<file path="config.mk">
export PLATFORM = sky130hd
export DESIGN_NAME = fetch_ctrl
export DESIGN_NICKNAME = d
export VERILOG_FILES = /design/src/rtl/fetch_ctrl.sv
export SDC_FILE = /design/constraint.sdc
export NUM_CORES = 1
export LEC_CHECK = 0
export CORE_MARGIN = 5
export CORE_UTILIZATION = 52
export DETAILED_ROUTE_END_ITERATION = 6
export PLACE_DENSITY_LB_ADDON = 0.2
export SYNTH_ARGS = -nofsm -noshare
export SYNTH_HDL_FRONTEND = slang
export SYNTH_SLANG_ARGS = --single-unit
</file>
<file path="constraint.sdc">
create_clock -name clk -period 8.09 [get_ports clk]
set_clock_uncertainty 0.1 [all_clocks]
set_input_delay 1.618 -clock clk [delete_from_list [all_inputs] [get_ports clk]]
set_output_delay 1.618 -clock clk [all_outputs]
set_load 0.03 [all_outputs]
</file>
<file path="src/rtl/fetch_ctrl.sv">
// Instruction-fetch sequencer: owns the fetch PC, issues one request at a time over req/gnt/rvalid,
// and buffers returned words toward IF/ID, discarding responses that a redirect has made stale.
module fetch_ctrl #(
    parameter logic [31:0] RESET_PC  = 32'h0000_0000,
    parameter int          BUF_DEPTH = 2
) (
    input  logic        clk,
    input  logic        rst,
    input  logic        stall,
    input  logic        redirect_valid,
    input  logic [31:0] redirect_pc,
    output logic        imem_req,
    output logic [31:0] imem_addr,
    input  logic        imem_gnt,
    input  logic        imem_rvalid,
    input  logic [31:0] imem_rdata,
    output logic        if_valid,
    output logic [31:0] if_pc,
    output logic [31:0] if_instr,
    output logic        busy
);

    localparam int PW = (BUF_DEPTH > 1) ? $clog2(BUF_DEPTH) : 1;
    localparam int CW = $clog2(BUF_DEPTH + 1);
    localparam logic [CW:0] DEPTH_W = BUF_DEPTH[CW:0];

    typedef enum logic [1:0] {
        FETCH = 2'd0,
        WAIT  = 2'd1,
        DRAIN = 2'd2
    } state_t;

    typedef struct packed {
        logic [31:0] pc;
        logic [31:0] instr;
    } entry_t;

    state_t         state_q;
    logic [31:0]    pc_q;
    logic [31:0]    req_pc_q;
    entry_t         buf_q [BUF_DEPTH];
    logic [PW-1:0]  wptr_q;
    logic [PW-1:0]  rptr_q;
    logic [CW-1:0]  count_q;

    logic [CW:0]    occupancy;
    logic           accept;
    logic           push;
    logic           pop;
    entry_t         head;
    logic           unused_rpc_lo;

    assign unused_rpc_lo = ^redirect_pc[1:0];

    assign busy      = (state_q != FETCH);
    // The outstanding request reserves a slot so its response can always be pushed.
    assign occupancy = {1'b0, count_q} + {{CW{1'b0}}, busy};
    assign imem_req  = ~rst & (state_q == FETCH) & ~redirect_valid & (occupancy < DEPTH_W);
    assign imem_addr = pc_q;
    assign accept    = imem_req & imem_gnt;

    assign push      = (state_q == WAIT) & imem_rvalid & ~redirect_valid;
    assign if_valid  = (count_q != '0);
    assign pop       = if_valid & ~stall & ~redirect_valid;

    assign head      = buf_q[rptr_q];
    assign if_pc     = head.pc;
    assign if_instr  = head.instr;

    always_ff @(posedge clk or posedge rst) begin
        if (rst) begin
            state_q  <= FETCH;
            pc_q     <= RESET_PC;
            req_pc_q <= '0;
            wptr_q   <= '0;
            rptr_q   <= '0;
            count_q  <= '0;
            for (int i = 0; i < BUF_DEPTH; i++) begin
                buf_q[i] <= '0;
            end
        end else if (redirect_valid) begin
            pc_q    <= {redirect_pc[31:2], 2'b00};
            wptr_q  <= '0;
            rptr_q  <= '0;
            count_q <= '0;
            // A response still in flight belongs to the old path and must be swallowed.
            case (state_q)
                FETCH:   state_q <= FETCH;
                WAIT:    state_q <= imem_rvalid ? FETCH : DRAIN;
                DRAIN:   state_q <= imem_rvalid ? FETCH : DRAIN;
                default: state_q <= FETCH;
            endcase
        end else begin
            case (state_q)
                FETCH: begin
                    if (accept) begin
                        req_pc_q <= pc_q;
                        pc_q     <= pc_q + 32'd4;
                        state_q  <= WAIT;
                    end
                end
                WAIT: begin
                    if (imem_rvalid) begin
                        state_q <= FETCH;
                    end
                end
                DRAIN: begin
                    if (imem_rvalid) begin
                        state_q <= FETCH;
                    end
                end
                default: state_q <= FETCH;
            endcase

            if (push) begin
                buf_q[wptr_q] <= '{pc: req_pc_q, instr: imem_rdata};
                wptr_q        <= wptr_q + PW'(1);
            end
            if (pop) begin
                rptr_q <= rptr_q + PW'(1);
            end
            case ({push, pop})
                2'b10:   count_q <= count_q + CW'(1);
                2'b01:   count_q <= count_q - CW'(1);
                default: count_q <= count_q;
            endcase
        end
    end

    a_no_push_when_full: assert property (@(posedge clk) disable iff (rst)
        push |-> ({1'b0, count_q} < DEPTH_W));

    a_addr_stable: assert property (@(posedge clk) disable iff (rst)
        (imem_req & ~imem_gnt) |=> (imem_addr == $past(imem_addr)));

endmodule

</file>
==> out/metrics.yaml <==
outcome:
  status: "finished, final reports clean"
setup_path:
  path_max_fanout: 4
  rrSetupSlack_ps: 5100
  required_ps: 6370
  arrival_ps: 3540
  cp_cell_sequence: "clkdlybuf4s50_1 -> nor4b_4 -> a21boi_2 -> clkdlybuf4s50_1"
  slowest_delay_ps: 710
  worstSetupPathType: "primary input to output pin"
  r2r_start: "state_q[1]$_DFFE_PP0P_"
  crit_path_start_kind: "primary input"
  crit_top_cell: "clkdlybuf4s50_1"
  end_kind: "output pin"
  r2r_cells: 6
  critPathSlowestCell: "clkdlybuf4s50_1"
  crit_path_start: "rst"
  crit_end: "imem_req"
  r2r-end: "buf_q[70]$_DFFE_PP0P_"
clocking:
  h-tree-depth: 4
  ctsResizeCount: 0
  cts_hold_buf: 0
  clkLatencyLatePin_ps: 420
  max-clock-path-buffers: 2
  cts.clk_slew.worst_paths_ps: 70
  numCtsBuffers: 17
  cts.sinks: 190
  postCtsSetupRepairBufs: 0
  tritoncts: "yes"
  cts-root-buf: "clkbuf_16"
layout:
  final_common_cell: "mux2_2"
  n_antenna_cell: 0
  final_cell_mix: "mux2_2 (211), dfrtp_1 (189), clkdlybuf4s50_1 (161)"
  syn_to_final_growth_pct: 28.62
  nets: 882
  drive_gt1_share_pct: 32.16
  final_area_um2: 11060
  fin_cells: 1041
drt:
  viasPerCell: 5.493
  drcViolationCount: 0
  vias: 5718
  ant_nets: 0
  routed_wirelength_um: 19820
  routedWlPerCell_um: 19.04
  initialDrtViolationCount: 260
  dr.pass1.iters: 4
power_and_ir_drop:
  vdd_ir_drop_max_mv: 0.1629
  power.leakage_nw: 5.072
  power.density_nw_per_um2: 272.0
logic_synthesis:
  synth.distinct_cells: 51
  synth_flop_cell: "dfrtp_1"
  ys_warn_count: 0
  synth_edf_count: 0
  yosysSeqAreaShare_pct: 55.28
  syn_avg_cell_area_um2: 13.13
  synthArstFlopShare_pct: 100.0
  synth_largest_area_cell: "dfrtp_1"
  synth_area_leaders: "dfrtp_1 (55%), mux2_2 (28%), o21ai_0 (1.9%), nand2_1 (1.8%), xnor2_1 (1.1%)"
  netlist_area_um2: 8601
  netlist_instances: 655
  synth_seq_cells: 190
  yosysTopAreaCellShare_pct: 55.28
grt:
  grt.total_usage_pct: 21.07
  grt_pass1_wl_um: 32890
  grt_max_degree: 107
  grt_pass1_vias: 6312
  antenna_found_initial: 0
  grt_overflow_total: 0
placement:
  placed_area_um2: 10390
  placed_cells: 1009
  gp_congestion: 0.8201
  port_buffers: 162
  dp_hpwl_um: 13470
hold_path:
  whs_path_depth: 1
  min_path_type: "flop to flop"
timing:
  worstMarginPinSlew_ps: 1244
  fin_crit_sh_pct: 65.01
  finalSetupViolCount: 0
  max_slew_margin_pct: 16.58
  final-max-slew-violation-count: 0
  grt_setup_unrepaired: "false"
  fmax_ghz: 0.1901
  tns_ps: 0
  timing.hold.ws_ps: 402.6
  finalHoldViolations: 0
  finalCriticalPeriod_ps: 5259
floorplan:
  initial_core_util_pct: 52.42
  die_w_um: 138.6
  rows: 47
  die_h_um: 138.6
  coreArea_um2: 16410
  dieArea_um2: 19210
  ios: 169
run:
  cap_violations: 0
metal layers:
layer / wire, um / vias up / GRT usage [%]
met2: 9982 / 178 / 36.18
met5: 0 / - / 0
met3: 1139 / 24 / 4.931
li1: - / 2643 / -
met1: 8396 / 2873 / 26.70
met4: 303 / 0 / 6.396
where the power goes:
group | switching, W | leakage, nW | internal [W] | total, W
Sequential | 0.000113 | 2.51 | 0.00112 | 0.00123
Clock | 0.000358 | 0.321 | 0.000578 | 0.000936
Combinational | 0.000424 | 2.24 | 0.000416 | 0.000840
through the flow:
step	worst slack, ps	utilization [%]	total power, W
global route	2755	67.42	0.003139
CTS	2802	67.42	0.003041
detailed placement	2806	63.33	0.002096
floorplan	1202	-	0.001752
finish	2831	67.42	0.003009
global placement	2839	63.33	0.002064
worst max-delay path, delay by kind of cell:
| family | cells | cell delay [ps] |
|---|---|---|
| AO/OA/AOI/OAI | 1 | 250 |
| AND/OR/NAND/NOR | 1 | 410 |
| buffers and inverters | 2 | 1260 |
kinds of logic (layout without fill, tap and decap cells):
kind of cell,count (synthesis),after routing,share of synthesized area [%]
AOI/OAI and AO/OA,60,60,4.248
buffers and inverters,49,212,2.560
other,1,4,0.04360
adders and majority gates,4,4,0.5819
xor gates and xnor gates,18,18,1.833
and+or+nand+nor,120,120,7.594
muxes,213,213,27.86
DFF,190,190,55.28
worst min path at each step:
stage	start	end	slack (ps)
after global routing	buf_q[37]$_DFFE_PP0P_	buf_q[37]$_DFFE_PP0P_	420
after global placement	buf_q[11]$_DFFE_PP0P_	buf_q[11]$_DFFE_PP0P_	380
final	buf_q[24]$_DFFE_PP0P_	buf_q[24]$_DFFE_PP0P_	400
after CTS	buf_q[58]$_DFFE_PP0P_	buf_q[58]$_DFFE_PP0P_	400
after floorplan	req_pc_q[10]$_DFFE_PP0P_	req_pc_q[10]$_DFFE_PP0P_	360
after detailed placement	buf_q[58]$_DFFE_PP0P_	buf_q[58]$_DFFE_PP0P_	390
area by class of cell:
type	instances	area (um^2)
Clock buffer	21	470.5
Clock inverter	11	200.2
Fill cell	1169	5345
Inverter	11	48.80
Multi-Input combinational cell	419	3642
Sequential cell	190	4756
Tap cell	220	275.3
Timing Repair Buffer	169	1669
synthesized netlist by cell type (2+ instances only):
cell type	n
nand2_2	2
nor2b_1	2
a21oi_1	6
or2_2	2
nand3_1	13
and2_1	7
buf_2	11
a21o_1	2
nand2_1	41
nor2_1	15
nand2b_1	2
and4_1	4
nand4_1	12
xnor2_1	11
clkbuf_1	21
and3_1	5
inv_1	11
o21ai_0	32
nor3_1	2
mux2_2	211
ha_1	4
dfrtp_1	190
xor2_1	7
a31oi_1	6
mux2i_1	2
o311ai_0	2
nor4_1	2
or3_1	4
buf_4	4
registers in the layout, summed over array words and instances, names as in the netlist:
name,cells
buf_q,124
imem_addr,30
req_pc_q,30
count_q,2
state_q,2
rptr_q,1
wptr_q,1
Power figures use the tool's default switching activity.
